`config.mk`:
```
export PLATFORM = sky130hd
export DESIGN_NAME = decoder_8b10b_flat
export DESIGN_NICKNAME = d
export VERILOG_FILES = /design/src/rtl/decoder_8b10b_if.sv /design/src/rtl/decoder_8b10b.sv /design/src/flat_wrapper.sv
export SDC_FILE = /design/constraint.sdc
export NUM_CORES = 1
export LEC_CHECK = 0
export CELL_PAD_IN_SITES_DETAIL_PLACEMENT = 1
export CELL_PAD_IN_SITES_GLOBAL_PLACEMENT = 1
export CORE_MARGIN = 2
export CORE_UTILIZATION = 40
export DETAILED_ROUTE_END_ITERATION = 6
export HOLD_SLACK_MARGIN = 0.05
export PLACE_DENSITY_LB_ADDON = 0.3
export SLEW_MARGIN = 5
export SYNTH_ARGS = -nofsm -noshare
export SYNTH_HDL_FRONTEND = slang
export SYNTH_SLANG_ARGS = --single-unit
```
`constraint.sdc`:
```
create_clock -name INTERCLK -period 4.8 [get_ports INTERCLK]
set_clock_uncertainty 0.1 [all_clocks]
set_input_delay 1.44 -clock INTERCLK [delete_from_list [all_inputs] [get_ports INTERCLK]]
set_output_delay 1.44 -clock INTERCLK [all_outputs]
set_load 0.05 [all_outputs]
```
`src/rtl/decoder_8b10b_if.sv`:
```
// Symbol/byte bus between the link receiver and the 8b/10b decoder.
// The master drives received symbols; the slave (decoder) returns decoded bytes and status.
interface decoder_8b10b_if #(
  parameter int CNT_W = 8
);
  logic [9:0]       iData;
  logic             iValid;
  logic [7:0]       oData;
  logic             RXDATAK;
  logic             oValid;
  logic             CodeErr;
  logic             DispErr;
  logic             RD;
  logic             RXSYNC;
  logic [CNT_W-1:0] ErrCount;

  modport master (
    output iData, iValid,
    input  oData, RXDATAK, oValid, CodeErr, DispErr, RD, RXSYNC, ErrCount
  );

  modport slave (
    input  iData, iValid,
    output oData, RXDATAK, oValid, CodeErr, DispErr, RD, RXSYNC, ErrCount
  );
endinterface

```
`src/rtl/decoder_8b10b.sv`:
```
// Receive-side 8b/10b decoder: table decode, running-disparity tracking,
// comma-based sync FSM and a saturating error counter. One cycle latency.
module decoder_8b10b #(
  parameter int SYNC_GOOD = 4,
  parameter int ERR_LIMIT = 4,
  parameter int CNT_W     = 8
) (
  input logic            INTERCLK,
  input logic            Reset,
  decoder_8b10b_if.slave bus
);

  localparam int GW = $clog2(SYNC_GOOD + 1);
  localparam int BW = $clog2(ERR_LIMIT + 1);
  localparam logic [GW-1:0] GOOD_LAST = GW'(SYNC_GOOD - 1);
  localparam logic [BW-1:0] BAD_LAST  = BW'(ERR_LIMIT - 1);

  typedef enum logic [1:0] {LOS, CHECK, SYNC} sync_state_t;

  sync_state_t      state;
  logic [GW-1:0]    good_cnt;
  logic [BW-1:0]    bad_cnt;
  logic             rd_q;
  logic [CNT_W-1:0] err_cnt;

  // Sub-block views in table order: abcdei and fghj, first-transmitted bit as MSB
  logic [5:0] sb6;
  logic [3:0] sb4;
  logic [3:0] sb4_eff;
  logic [2:0] ones6;
  logic [2:0] ones4;

  assign sb6   = {bus.iData[0], bus.iData[1], bus.iData[2], bus.iData[3], bus.iData[4], bus.iData[5]};
  assign sb4   = {bus.iData[6], bus.iData[7], bus.iData[8], bus.iData[9]};
  assign ones6 = 3'($countones(sb6));
  assign ones4 = 3'($countones(sb4));

  logic       ok6, ok4, is_k28, k_x7_6b, a7_6b, is_alt7;
  logic [4:0] edcba;
  logic [2:0] hgf;
  logic       is_k, code_err, disp6, disp4, disp_err, sym_err, is_comma;
  logic       rd_mid, rd_next;
  logic [7:0] byte_val;

  // 6b sub-block lookup; K28 shares EDCBA=28 with D28 and is flagged separately
  always_comb begin
    ok6   = 1'b1;
    edcba = 5'd0;
    case (sb6)
      6'b100111, 6'b011000: edcba = 5'd0;
      6'b011101, 6'b100010: edcba = 5'd1;
      6'b101101, 6'b010010: edcba = 5'd2;
      6'b110001:            edcba = 5'd3;
      6'b110101, 6'b001010: edcba = 5'd4;
      6'b101001:            edcba = 5'd5;
      6'b011001:            edcba = 5'd6;
      6'b111000, 6'b000111: edcba = 5'd7;
      6'b111001, 6'b000110: edcba = 5'd8;
      6'b100101:            edcba = 5'd9;
      6'b010101:            edcba = 5'd10;
      6'b110100:            edcba = 5'd11;
      6'b001101:            edcba = 5'd12;
      6'b101100:            edcba = 5'd13;
      6'b011100:            edcba = 5'd14;
      6'b010111, 6'b101000: edcba = 5'd15;
      6'b011011, 6'b100100: edcba = 5'd16;
      6'b100011:            edcba = 5'd17;
      6'b010011:            edcba = 5'd18;
      6'b110010:            edcba = 5'd19;
      6'b001011:            edcba = 5'd20;
      6'b101010:            edcba = 5'd21;
      6'b011010:            edcba = 5'd22;
      6'b111010, 6'b000101: edcba = 5'd23;
      6'b110011, 6'b001100: edcba = 5'd24;
      6'b100110:            edcba = 5'd25;
      6'b010110:            edcba = 5'd26;
      6'b110110, 6'b001001: edcba = 5'd27;
      6'b001110, 6'b001111, 6'b110000: edcba = 5'd28;
      6'b101110, 6'b010001: edcba = 5'd29;
      6'b011110, 6'b100001: edcba = 5'd30;
      6'b101011, 6'b010100: edcba = 5'd31;
      default:              ok6 = 1'b0;
    endcase
  end

  // K28 in its RD+ form carries the complemented 4b, so flip it back before lookup
  assign is_k28  = (sb6 == 6'b001111) || (sb6 == 6'b110000);
  assign sb4_eff = (sb6 == 6'b110000) ? ~sb4 : sb4;
  assign is_alt7 = (sb4_eff == 4'b0111) || (sb4_eff == 4'b1000);
  assign k_x7_6b = (sb6 == 6'b111010) || (sb6 == 6'b000101) || (sb6 == 6'b110110) ||
                   (sb6 == 6'b001001) || (sb6 == 6'b101110) || (sb6 == 6'b010001) ||
                   (sb6 == 6'b011110) || (sb6 == 6'b100001);
  assign a7_6b   = (sb6 == 6'b110100) || (sb6 == 6'b101100) || (sb6 == 6'b011100) ||
                   (sb6 == 6'b100011) || (sb6 == 6'b010011) || (sb6 == 6'b001011);

  // 4b sub-block lookup including both x.7 encodings
  always_comb begin
    ok4 = 1'b1;
    hgf = 3'd0;
    case (sb4_eff)
      4'b1011, 4'b0100: hgf = 3'd0;
      4'b1001:          hgf = 3'd1;
      4'b0101:          hgf = 3'd2;
      4'b1100, 4'b0011: hgf = 3'd3;
      4'b1101, 4'b0010: hgf = 3'd4;
      4'b1010:          hgf = 3'd5;
      4'b0110:          hgf = 3'd6;
      4'b1110, 4'b0001, 4'b0111, 4'b1000: hgf = 3'd7;
      default:          ok4 = 1'b0;
    endcase
  end

  // Alternate x.7 is only legal as Kx.7 or as A7 after the run-length-limited data codes
  assign is_k     = ok6 && ok4 && (is_k28 || (k_x7_6b && is_alt7));
  assign code_err = !ok6 || !ok4 || (is_alt7 && !is_k28 && !k_x7_6b && !a7_6b);
  assign byte_val = {hgf, edcba};
  assign is_comma = is_k && ((byte_val == 8'h3C) || (byte_val == 8'hBC) || (byte_val == 8'hFC));

  // Disparity: 6b against current RD, then 4b against the RD left by the 6b block
  always_comb begin
    rd_mid = rd_q;
    disp6  = 1'b0;
    case (ones6)
      3'd4:    begin disp6 = rd_q;  rd_mid = 1'b1; end
      3'd2:    begin disp6 = !rd_q; rd_mid = 1'b0; end
      3'd3:    disp6 = ((sb6 == 6'b111000) && rd_q) || ((sb6 == 6'b000111) && !rd_q);
      default: disp6 = 1'b0;
    endcase
    rd_next = rd_mid;
    disp4   = 1'b0;
    case (ones4)
      3'd3:    begin disp4 = rd_mid;  rd_next = 1'b1; end
      3'd1:    begin disp4 = !rd_mid; rd_next = 1'b0; end
      3'd2:    disp4 = ((sb4 == 4'b1100) && rd_mid) || ((sb4 == 4'b0011) && !rd_mid);
      default: disp4 = 1'b0;
    endcase
  end

  assign disp_err = disp6 || disp4;
  assign sym_err  = code_err || disp_err;

  // Decoded data, flags, running disparity and the saturating error count
  always_ff @(posedge INTERCLK) begin
    if (Reset) begin
      bus.oData   <= 8'h00;
      bus.RXDATAK <= 1'b0;
      bus.oValid  <= 1'b0;
      bus.CodeErr <= 1'b0;
      bus.DispErr <= 1'b0;
      rd_q        <= 1'b0;
      err_cnt     <= '0;
    end else if (bus.iValid) begin
      bus.oValid  <= 1'b1;
      bus.oData   <= code_err ? 8'h00 : byte_val;
      bus.RXDATAK <= is_k && !code_err;
      bus.CodeErr <= code_err;
      bus.DispErr <= disp_err;
      rd_q        <= rd_next;
      if (sym_err && (err_cnt != {CNT_W{1'b1}}))
        err_cnt <= err_cnt + CNT_W'(1);
    end else begin
      bus.oValid  <= 1'b0;
    end
  end

  // Comma-driven link sync FSM; RXSYNC is registered alongside the state
  always_ff @(posedge INTERCLK) begin
    if (Reset) begin
      state      <= LOS;
      good_cnt   <= '0;
      bad_cnt    <= '0;
      bus.RXSYNC <= 1'b0;
    end else if (bus.iValid) begin
      case (state)
        LOS: begin
          if (!sym_err && is_comma) begin
            state    <= CHECK;
            good_cnt <= GW'(1);
          end
        end
        CHECK: begin
          if (sym_err) begin
            state    <= LOS;
            good_cnt <= '0;
          end else if (good_cnt == GOOD_LAST) begin
            state      <= SYNC;
            good_cnt   <= '0;
            bad_cnt    <= '0;
            bus.RXSYNC <= 1'b1;
          end else begin
            good_cnt <= good_cnt + GW'(1);
          end
        end
        SYNC: begin
          if (!sym_err) begin
            bad_cnt <= '0;
          end else if (bad_cnt == BAD_LAST) begin
            state      <= LOS;
            bad_cnt    <= '0;
            bus.RXSYNC <= 1'b0;
          end else begin
            bad_cnt <= bad_cnt + BW'(1);
          end
        end
        default: begin
          state      <= LOS;
          good_cnt   <= '0;
          bad_cnt    <= '0;
          bus.RXSYNC <= 1'b0;
        end
      endcase
    end
  end

  assign bus.RD       = rd_q;
  assign bus.ErrCount = err_cnt;

endmodule

```
`src/flat_wrapper.sv`:
```
// flat-port wrapper written by rule: the top's interface ports become plain ports
module decoder_8b10b_flat 
#(
  parameter int SYNC_GOOD = 4,
  parameter int ERR_LIMIT = 4,
  parameter int CNT_W     = 8
)
  (INTERCLK, Reset, bus_iData, bus_iValid, bus_oData, bus_RXDATAK, bus_oValid, bus_CodeErr, bus_DispErr, bus_RD, bus_RXSYNC, bus_ErrCount);
  decoder_8b10b_if #(.CNT_W(CNT_W)) bus_i ();
  input logic INTERCLK;
  input logic Reset;
  input wire logic [$bits(bus_i.iData)-1:0] bus_iData;
  input wire logic [$bits(bus_i.iValid)-1:0] bus_iValid;
  output wire logic [$bits(bus_i.oData)-1:0] bus_oData;
  output wire logic [$bits(bus_i.RXDATAK)-1:0] bus_RXDATAK;
  output wire logic [$bits(bus_i.oValid)-1:0] bus_oValid;
  output wire logic [$bits(bus_i.CodeErr)-1:0] bus_CodeErr;
  output wire logic [$bits(bus_i.DispErr)-1:0] bus_DispErr;
  output wire logic [$bits(bus_i.RD)-1:0] bus_RD;
  output wire logic [$bits(bus_i.RXSYNC)-1:0] bus_RXSYNC;
  output wire logic [$bits(bus_i.ErrCount)-1:0] bus_ErrCount;
  assign bus_i.iData = bus_iData;
  assign bus_i.iValid = bus_iValid;
  assign bus_oData = bus_i.oData;
  assign bus_RXDATAK = bus_i.RXDATAK;
  assign bus_oValid = bus_i.oValid;
  assign bus_CodeErr = bus_i.CodeErr;
  assign bus_DispErr = bus_i.DispErr;
  assign bus_RD = bus_i.RD;
  assign bus_RXSYNC = bus_i.RXSYNC;
  assign bus_ErrCount = bus_i.ErrCount;
  decoder_8b10b #(.SYNC_GOOD(SYNC_GOOD), .ERR_LIMIT(ERR_LIMIT), .CNT_W(CNT_W)) u_core (.INTERCLK(INTERCLK), .Reset(Reset), .bus(bus_i));
endmodule
```
==> impl_metrics.json, run 1 <==
{
  "run_status": "complete, no violations",
  "slew_at_the_pin_with_the_worst_max_slew_slack_ps": 878,
  "muxShareOfSynthArea": 0.0238,
  "clk_latency_ps": 290,
  "cts_made_buffers": 5,
  "final.min_clock_period_ps": 4420,
  "ant_nets": 0,
  "pin_count_of_the_biggest_net_entering_global_routing": 25,
  "setup_violations": 0,
  "height_of_the_die_um": 86.7,
  "grt.met1_usage": 0.327,
  "worst_ep_required_time_ps": 4880,
  "p_per_area_mw_per_mm2": 245,
  "gr-usage-met2": 0.439,
  "synth.net_count": 398,
  "dieArea_sq_mm": 0.00752,
  "critical_path_arrival_ps": 4500,
  "post_synth_and_or_nand_nor_area_fraction": 0.263,
  "yosysSeqAreaShare": 0.219,
  "antenna_found_initial": 0,
  "top_ff_cell_synth": "sky130_fd_sc_hd__dfxtp_1",
  "vias": 2950,
  "leakagePower_uw": 0.00152,
  "worstReg2RegEnd": "u_core.bus.ErrCount[5]",
  "synthArstFlopShare": 0,
  "use_met3": 0.0267,
  "htree_num_levels": 2,
  "design.core.area_sq_mm": 0.00672,
  "main_combinational_cell_family_by_area_after_synthesis": "compound AO/OA/AOI/OAI gates",
  "regToRegStartpoint": "u_core.bus.RD",
  "holdWs_ps": 377,
  "drt_wl_total_mm": 9.00,
  "crit_type": "in -> reg",
  "critical_path.endpoint_type": "flip-flop",
  "initial_cell_density_of_the_core": 0.407,
  "root_buffer": "sky130_fd_sc_hd__clkbuf_8",
  "rows": 30,
  "avg_wl_per_cell_um": 18.1,
  "antenna-diode-count": 0,
  "synth.top_cell.area_share": 0.219,
  "syn_area_per_cell_sq_um": 7.60,
  "synth_seq_cells": 30,
  "place.detailed.hpwl_mm": 6.91,
  "cts_tree": "built",
  "min_delay_path_depth": 2,
  "final_layout_size_suffix_gt1_frac": 0.170,
  "report.final.slew_viol_count": 0,
  "arithmetic_cell_share_of_the_synthesized_area_counting_full_adders_half_adders_and_majority_gates": 0.122,
  "ir_drop_uv": 103,
  "layout.core_utilization": 0.531,
  "holdBufCountCts": 0,
  "clkSinkCount": 30,
  "grt.overflow.total": 0,
  "nNetsFinal": 454,
  "maximum_fanout_along_the_worst_path": 4,
  "first_global_vias": 3053,
  "grt_setup_unrepaired": "no",
  "worstHoldStart": "u_core.good_cnt[2]",
  "final_weighted_congestion_of_routability_driven_global_placement": 0.923,
  "die_w_um": 86.7,
  "startpoint_kind_of_the_worst_setup_timing_path": "input port",
  "ctsLongestPathBuffers": 2,
  "detail_route.first_pass.iterations": 4,
  "grt_pass1_wl_mm": 15.2,
  "synthesized_area_fraction_occupied_by_ao_oa_aoi_and_oai_cells": 0.276,
  "finalSetupTns_ps": 0,
  "number_of_top_level_pins": 35,
  "path_clk_slew_ps": 70,
  "busiest_layer": "met2",
  "drt-vias-per-instance": 5.94,
  "synth_warnings": 0,
  "ff2ff_path_depth": 7,
  "timing.max_slew.rel_slack": 0.413,
  "area_growth_syn_to_layout_pct": 30.4,
  "drt_iter0_markers": 168,
  "hold_end": "u_core.good_cnt[2]",
  "synth_cell_types": 62,
  "timing.reg2reg.setup_slack_ps": 2420,
  "timing.max_cap.violations": 0,
  "fmax_mhz": 226,
  "count_of_flip_flops_with_a_built_in_enable_after_synthesis": 0,
  "synthesis.instances": 360,
  "portBuffers": 34,
  "layout_worst_path_cycle_share": 0.921,
  "post_synth_xor_area_fraction": 0.0160,
  "drc": 0,
  "grt_use_total": 0.250,
  "final_hold_viol_count": 0,
  "synthesis.area_sq_mm": 0.00274,
  "finalPower_uw": 873,
  "hold_path.class": "reg -> reg",
  "netlist_top_cells_area": "sky130_fd_sc_hd__dfxtp_1 (22%), sky130_fd_sc_hd__ha_1 (10%), sky130_fd_sc_hd__nor2_1 (4.9%)",
  "synth_area_leader_cell": "sky130_fd_sc_hd__dfxtp_1"
}
cell usage in the layout, fill, tap and decap left out, types with 7 or more instances in the layout:
| cell type | count |
|---|---|
| sky130_fd_sc_hd__dfxtp_1 | 30 |
| sky130_fd_sc_hd__nor2b_1 | 7 |
| sky130_fd_sc_hd__nand4_1 | 10 |
| sky130_fd_sc_hd__a22o_1 | 7 |
| sky130_fd_sc_hd__nand3_1 | 19 |
| sky130_fd_sc_hd__a21oi_1 | 15 |
| sky130_fd_sc_hd__o211ai_1 | 7 |
| sky130_fd_sc_hd__and3_1 | 8 |
| sky130_fd_sc_hd__buf_4 | 40 |
| sky130_fd_sc_hd__a22oi_1 | 11 |
| sky130_fd_sc_hd__nand2_1 | 31 |
| sky130_fd_sc_hd__a211oi_1 | 9 |
| sky130_fd_sc_hd__ha_1 | 18 |
| sky130_fd_sc_hd__clkdlybuf4s50_1 | 28 |
| sky130_fd_sc_hd__inv_1 | 23 |
| sky130_fd_sc_hd__nor2_1 | 36 |
| sky130_fd_sc_hd__o21ai_0 | 8 |
| sky130_fd_sc_hd__nor3_1 | 9 |
worst max-delay path by stage:
stage                      start                endpoint  slack, ps  depth (start not counted)
floorplan           bus_iData[4]  u_core.bus.ErrCount[3]        350                         12
global placement    bus_iData[4]  u_core.bus.ErrCount[7]       -190                         13
detailed placement  bus_iData[4]  u_core.bus.ErrCount[7]       -340                         13
CTS                 bus_iData[4]         u_core.state[1]          9                         14
global route        bus_iData[8]         u_core.state[1]        230                         13
finish              bus_iData[5]  u_core.bus.ErrCount[5]        380                         13
timing repair:
item                                    in CTS  in global routing
setup buffers                                0                  2
endpoints found under the setup margin       2                 16
cloned                                       0                  0
resized for setup                            2                 24
pin swaps                                    1                  9
report_power, final:
part           leakage [uW]  switching, uW  total, uW  internal (uW)
Sequential         0.000244           13.6        276            262
Clock             0.0000472            104        219            115
Combinational       0.00123            216        379            162
registers in the layout, indices dropped and copies added (netlist names):
signal and flops:
u_core.bus.DispErr 1, u_core.bus.oValid 1, u_core.bus.ErrCount 8, u_core.bus.RXSYNC 1, u_core.bus.oData 8, u_core.bus.RD 1, u_core.bus.CodeErr 1, u_core.bus.RXDATAK 1
u_core.state 2, u_core.bad_cnt 3, u_core.good_cnt 3
cell families (layout without fill, tap and decap cells):
family	count (synthesis)	count (layout)
simple gates	142	142
compound gates	101	101
buf+inv	51	108
flops	30	30
fa+ha+maj	25	25
mux	6	6
xor+xnor	5	5
final cells by class:
class / instances / area [sq um]
multi-input combinational: 279 / 2010
tap: 80 / 100
timing repair buffer: 76 / 678
clock buffer: 6 / 82.6
clock inverter: 2 / 12.5
inverter: 24 / 90.1
sequential: 30 / 601
fill: 821 / 3150
critical path: stages:
cell and delay, ps:
sky130_fd_sc_hd__dlymetal6s2s_1 150, sky130_fd_sc_hd__buf_6 130, sky130_fd_sc_hd__ha_4 160, sky130_fd_sc_hd__fa_1 560
sky130_fd_sc_hd__ha_4 170, sky130_fd_sc_hd__xor2_4 200, sky130_fd_sc_hd__a21oi_2 80, sky130_fd_sc_hd__a21o_1 220
sky130_fd_sc_hd__mux2_4 330, sky130_fd_sc_hd__o311a_4 390, sky130_fd_sc_hd__a21oi_4 190, sky130_fd_sc_hd__nand4_1 140
sky130_fd_sc_hd__mux2_1 340
metrics by stage:
step	std cells	worst slack (ps)	instance area (sq um)
2_1_floorplan	360	347	2740
3_3_place_gp	487	-189	3350
3_5_place_dp	487	-335	3350
4_1_cts	495	8.97	3460
5_1_grt	497	234	3570
6_report	497	380	3570
synth_stat cells (5+ instances only):
| library cell | count |
|---|---|
| sky130_fd_sc_hd__nand2_1 | 32 |
| sky130_fd_sc_hd__a211oi_1 | 9 |
| sky130_fd_sc_hd__dfxtp_1 | 30 |
| sky130_fd_sc_hd__buf_2 | 10 |
| sky130_fd_sc_hd__and3_1 | 8 |
| sky130_fd_sc_hd__a22o_1 | 7 |
| sky130_fd_sc_hd__nor3_1 | 9 |
| sky130_fd_sc_hd__clkbuf_1 | 13 |
| sky130_fd_sc_hd__ha_1 | 22 |
| sky130_fd_sc_hd__a32oi_1 | 5 |
| sky130_fd_sc_hd__nand4_1 | 10 |
| sky130_fd_sc_hd__nor2_1 | 36 |
| sky130_fd_sc_hd__a21oi_1 | 16 |
| sky130_fd_sc_hd__inv_1 | 24 |
| sky130_fd_sc_hd__nor2b_1 | 7 |
| sky130_fd_sc_hd__o211ai_1 | 7 |
| sky130_fd_sc_hd__o21ai_0 | 8 |
| sky130_fd_sc_hd__a22oi_1 | 11 |
| sky130_fd_sc_hd__nand3_1 | 19 |
per-layer routing:
metal	vias up	wire (um)
li1	1432	-
met1	1448	4100
met2	57	4530
met3	13	237
met4	0	129
met5	-	0
Note: power is estimated with default switching activity, not from simulation.
==> inputs of run 2 (changes only) <==
Settings changed: PLACE_DENSITY from default to 0.78, PLACE_DENSITY_LB_ADDON 0.3 to default, SLEW_MARGIN 5 to default.
==> run 2 against run 1 <==
Register-to-register slack lost 40 ps. Worst hold slack lost 9.4 ps. Largest power group unchanged. Cell area shrank 1.9%. Maximum frequency shrank 2.2%. Wire length shrank 8.2%. Setup slack lost 98 ps. Highest routed layer unchanged. Die area is the same. Flip-flop and latch count is the same. Clock-buffer cell count grew 1. Power shrank 3.0%. Critical path type unchanged.
==> impl_metrics.json, run 2 (synthesized netlist as in run 1, its figures left out) <==
{
  "ctsLongestPathBuffers": 2,
  "worstHoldStart": "u_core.good_cnt[2]",
  "report.final.slew_viol_count": 0,
  "grt_pass1_wl_mm": 14.1,
  "grt_setup_unrepaired": "no",
  "area_growth_syn_to_layout_pct": 27.9,
  "leakagePower_uw": 0.00150,
  "initial_cell_density_of_the_core": 0.407,
  "ff2ff_path_depth": 7,
  "slew_at_the_pin_with_the_worst_max_slew_slack_ps": 772,
  "hold_path.class": "reg -> reg",
  "antenna_found_initial": 0,
  "critical_path.cell_chain": "dlygate4sd2_1, ha_2, fa_1, ha_2, xor2_2, o21ai_1, a21o_1, mux2_4, o311a_4, a21oi_4, nand4_1, mux2_1",
  "finalPower_uw": 847,
  "startpoint_kind_of_the_worst_setup_timing_path": "input port",
  "fmax_mhz": 221,
  "final_layout_size_suffix_gt1_frac": 0.156,
  "dp.cells": 487,
  "layout_common_cells": "sky130_fd_sc_hd__buf_4 (41), sky130_fd_sc_hd__nor2_1 (35), sky130_fd_sc_hd__nand2_1 (31)",
  "drc": 0,
  "clkSinkCount": 30,
  "timing.critical_path.mode_cell": "sky130_fd_sc_hd__ha_2",
  "timing.reg2reg.setup_slack_ps": 2380,
  "rows": 30,
  "grt_use_total": 0.229,
  "worst_ep_required_time_ps": 4870,
  "htree_num_levels": 2,
  "detail_route.first_pass.iterations": 4,
  "p_per_area_mw_per_mm2": 242,
  "nNetsFinal": 453,
  "setup_violations": 0,
  "portBuffers": 34,
  "min_delay_path_depth": 2,
  "root_buffer": "sky130_fd_sc_hd__clkbuf_8",
  "design.core.area_sq_mm": 0.00672,
  "dieArea_sq_mm": 0.00752,
  "die_w_um": 86.7,
  "final_hold_viol_count": 0,
  "number_of_top_level_pins": 35,
  "height_of_the_die_um": 86.7,
  "regToRegStartpoint": "u_core.bus.RD",
  "layout.cells.non_filler": 496,
  "timing.max_cap.violations": 0,
  "drt_wl_total_mm": 8.26,
  "final_weighted_congestion_of_routability_driven_global_placement": 0.936,
  "regArea_sq_um": 601,
  "crit_type": "in -> reg",
  "ant_nets": 0,
  "worstReg2RegEnd": "u_core.bus.ErrCount[3]",
  "layout_commonest_cell": "sky130_fd_sc_hd__buf_4",
  "maximum_fanout_along_the_worst_path": 5,
  "critical_path_arrival_ps": 4580,
  "pin_count_of_the_biggest_net_entering_global_routing": 21,
  "drt_iter0_markers": 107,
  "crit_path_top_delay_cell": "sky130_fd_sc_hd__fa_1",
  "path_clk_slew_ps": 60,
  "avg_wl_per_cell_um": 16.7,
  "timing.max_slew.rel_slack": 0.484,
  "cts_tree": "built",
  "hold_end": "u_core.good_cnt[2]",
  "final.fill_count": 841,
  "layout_worst_path_cycle_share": 0.941,
  "cts_made_buffers": 5,
  "drt-vias-per-instance": 5.92,
  "final.min_clock_period_ps": 4520,
  "first_global_vias": 2942,
  "place.detailed.hpwl_mm": 6.35,
  "antenna-diode-count": 0,
  "grt.overflow.total": 0,
  "ir_drop_uv": 103,
  "run_status": "complete, no violations",
  "clk_latency_ps": 280,
  "critical_path.endpoint_type": "flip-flop",
  "vias": 2935,
  "multi_input_area_sq_mm": 0.00196,
  "critical_path.max_stage_delay_ps": 550
}
[run 2: cell type report]
cell class,instances,share of cell area
Multi-Input combinational cell,279,0.560
Timing Repair Buffer,75,0.188
Sequential cell,30,0.171
Tap cell,80,0.0286
Inverter,24,0.0257
Clock buffer,7,0.0247
Clock inverter,1,0.00143
[run 2: how the worst max path moves through the flow]
stage                                  end    startpoint  cells past startpoint
global placement    u_core.bus.ErrCount[7]  bus_iData[4]                     13
floorplan           u_core.bus.ErrCount[3]  bus_iData[4]                     12
global route        u_core.bus.ErrCount[3]  bus_iData[4]                     13
finish              u_core.bus.ErrCount[3]  bus_iData[4]                     12
detailed placement  u_core.bus.ErrCount[7]  bus_iData[4]                     13
CTS                 u_core.bus.ErrCount[7]  bus_iData[3]                     13
[run 2: repair_timing]
action / 4_1_cts / 5_1_grt
endpoints found under the setup margin: 6 / 17
pin swaps: 3 / 8
hold buffers: 0 / 0
gates resized for setup: 5 / 12
setup buffers: 1 / 0
cloned: 0 / 0
[run 2: power breakdown]
part | switching [uW] | leakage (uW) | internal, uW
clock network | 96.3 | 0.0000482 | 115
registers | 13.5 | 0.000244 | 262
logic | 207 | 0.00121 | 153
total | 317 | 0.00150 | 530
[run 2: through the flow]
step / cell area (sq um) / TNS, ps / utilization / hold slack [ps] / setup WS (ps)
2_1_floorplan: 2740 / 0 / - / 334 / 347
3_3_place_gp: 3350 / -2710 / 0.499 / 355 / -252
4_1_cts: 3470 / 0 / 0.516 / 368 / 8.62
6_report: 3500 / 0 / 0.521 / 367 / 282
3_5_place_dp: 3350 / -4190 / 0.499 / 357 / -345
5_1_grt: 3500 / 0 / 0.521 / 396 / 123
[run 2: critical path: cells and delay by family]
kind / cells / cell delay, ps
xor+xnor: 1 / 190
fa+ha+maj: 3 / 950
mux: 2 / 660
compound gates: 4 / 930
simple gates: 1 / 140
buf+inv: 1 / 260
[run 2: routing by layer]
metal	up-vias	track usage	wire length [um]
met4	0	0.0625	99
li1	1426	-	-
met5	-	0	0
met2	57	0.406	4190
met1	1444	0.294	3780
met3	8	0.0210	194
==> inputs of run 3 (changes only) <==
Settings changed: CELL_PAD_IN_SITES_DETAIL_PLACEMENT 1 to default, CELL_PAD_IN_SITES_GLOBAL_PLACEMENT 1 to default, PLACE_DENSITY 0.78 to 0.6.
==> run 3 against run 2 <==
Critical endpoint unchanged. Cell count is 0.81% lower. Sequential power hardly changed. Critical path type unchanged. Largest cell class unchanged. Die area stayed put. Utilization is 0.32 points lower.
==> impl_metrics.json, run 3 (synthesized netlist as in run 1, its figures left out) <==
{
  "die_w_um": 86.7,
  "detail_route.first_pass.iterations": 6,
  "maximum_fanout_along_the_worst_path": 5,
  "first_global_vias": 2601,
  "layout.cells.non_filler": 492,
  "timing.max_cap.violations": 0,
  "critical_path.endpoint_type": "flip-flop",
  "root_buffer": "sky130_fd_sc_hd__clkbuf_8",
  "crit_type": "in -> reg",
  "critical_path.cell_chain": "clkdlybuf4s50_1, ha_1, fa_1, ha_2, xor2_2, a21oi_1, a21o_1, mux2_4, o311a_4, a21oi_4, nand4_1, mux2_1",
  "first_element_of_the_critical_path": "bus_iData[0]",
  "report.final.slew_viol_count": 0,
  "drt_iter0_markers": 130,
  "place.detailed.hpwl_mm": 5.50,
  "pin_count_of_the_biggest_net_entering_global_routing": 34,
  "crit_path_top_delay_cell": "sky130_fd_sc_hd__fa_1",
  "antenna_found_initial": 0,
  "final.min_clock_period_ps": 4650,
  "dieArea_sq_mm": 0.00752,
  "clkSinkCount": 30,
  "critical_path_arrival_ps": 4720,
  "finalPower_uw": 825,
  "slew_at_the_pin_with_the_worst_max_slew_slack_ps": 1150,
  "final_hold_viol_count": 0,
  "layout.core_utilization": 0.518,
  "startpoint_kind_of_the_worst_setup_timing_path": "input port",
  "antenna-diode-count": 0,
  "worst_ep_required_time_ps": 4870,
  "timing.reg2reg.setup_slack_ps": 2430,
  "leakagePower_uw": 0.00148,
  "grt_use_total": 0.195,
  "worstReg2RegEnd": "u_core.bus.ErrCount[3]",
  "number_of_top_level_pins": 35,
  "hold_path.class": "reg -> reg",
  "ff2ff_path_depth": 7,
  "p_per_area_mw_per_mm2": 237,
  "regToRegStartpoint": "u_core.bus.RD",
  "cts_made_buffers": 5,
  "stages_on_worst_setup_path": 12,
  "setup_violations": 0,
  "layout_common_cells": "sky130_fd_sc_hd__buf_4 (37), sky130_fd_sc_hd__nor2_1 (36), sky130_fd_sc_hd__nand2_1 (32)",
  "clk_latency_ps": 280,
  "final_weighted_congestion_of_routability_driven_global_placement": 0.937,
  "ant_nets": 0,
  "grt_setup_unrepaired": "no",
  "htree_num_levels": 2,
  "cts_tree": "built",
  "timing.max_slew.rel_slack": 0.229,
  "area_growth_syn_to_layout_pct": 27.1,
  "vias": 2844,
  "path_clk_slew_ps": 60,
  "run_status": "complete, no violations",
  "initial_cell_density_of_the_core": 0.407,
  "final_layout_size_suffix_gt1_frac": 0.141,
  "drt-vias-per-instance": 5.78,
  "layout_worst_path_cycle_share": 0.968,
  "dp.cells": 483,
  "final.fill_count": 648,
  "holdWs_ps": 361,
  "crit_path_end": "u_core.bus.ErrCount[3]",
  "layout_commonest_cell": "sky130_fd_sc_hd__buf_4",
  "fmax_mhz": 215,
  "nNetsFinal": 449,
  "rows": 30,
  "drc": 0,
  "avg_wl_per_cell_um": 14.6,
  "grt_pass1_wl_mm": 12.0,
  "portBuffers": 34,
  "grt.overflow.total": 0,
  "drt_wl_total_mm": 7.17,
  "height_of_the_die_um": 86.7,
  "critical_path.max_stage_delay_ps": 500,
  "cp_top_family": "adder cells",
  "ir_drop_uv": 110,
  "design.core.area_sq_mm": 0.00672,
  "crit_buf_inv": 1,
  "ctsLongestPathBuffers": 2
}
[run 3: routing by layer]
metal | part of all wire | track usage
met1 | 0.45 | 0.245
met2 | 0.49 | 0.341
met3 | 0.043 | 0.0295
met4 | 0.017 | 0.0653
met5 | 0 | 0
[run 3: worst min-delay path by stage]
| stage | start | end | slack, ps | cells after the start |
|---|---|---|---|---|
| 3_5_place_dp | u_core.good_cnt[2] | u_core.good_cnt[2] | 350 | 2 |
| 5_1_grt | u_core.bad_cnt[1] | u_core.bad_cnt[1] | 390 | 2 |
| 6_report | u_core.good_cnt[2] | u_core.good_cnt[2] | 360 | 2 |
| 2_1_floorplan | u_core.good_cnt[2] | u_core.good_cnt[2] | 330 | 2 |
| 3_3_place_gp | u_core.good_cnt[2] | u_core.good_cnt[2] | 350 | 2 |
| 4_1_cts | u_core.good_cnt[2] | u_core.good_cnt[2] | 360 | 2 |
[run 3: layout make-up]
type	count	area (sq um)	share of cell area
Sequential cell	30	601	0.173
Clock buffer	7	86.3	0.0248
Timing Repair Buffer	71	628	0.180
Tap cell	80	100	0.0288
Multi-Input combinational cell	279	1970	0.566
Inverter	24	90.1	0.0259
Clock inverter	1	5.00	0.00144
[run 3: worst reg2reg max path, stage by stage (launching register included)]
cell and delay [ps]:
sky130_fd_sc_hd__dfxtp_1 440, sky130_fd_sc_hd__o21ai_1 100, sky130_fd_sc_hd__a21o_1 210, sky130_fd_sc_hd__mux2_4 320, sky130_fd_sc_hd__o311a_4 400, sky130_fd_sc_hd__a21oi_4 230, sky130_fd_sc_hd__nand4_1 130, sky130_fd_sc_hd__mux2_1 320
[run 3: power breakdown]
group	switching, uW	total, uW	internal, uW
logic	196	341	145
clock network	92.9	208	115
registers	13.0	275	262
total	302	825	522
[run 3: what timing repair did]
action | 4_1_cts | 5_1_grt
setup endpoints to repair | 4 | 14
hold buffers | 0 | 0
pin swaps | 1 | 4
setup buffers | 1 | 0
resized for setup | 1 | 11
[run 3: through the flow]
step / setup TNS [ps] / setup WS, ps / cell area [sq um]
after detailed placement: -4100 / -347 / 3320
after CTS: 0 / 39.2 / 3420
after global placement: -2910 / -276 / 3320
after floorplan: 0 / 347 / 2740
final: 0 / 151 / 3480
after global routing: 0 / 46.4 / 3480
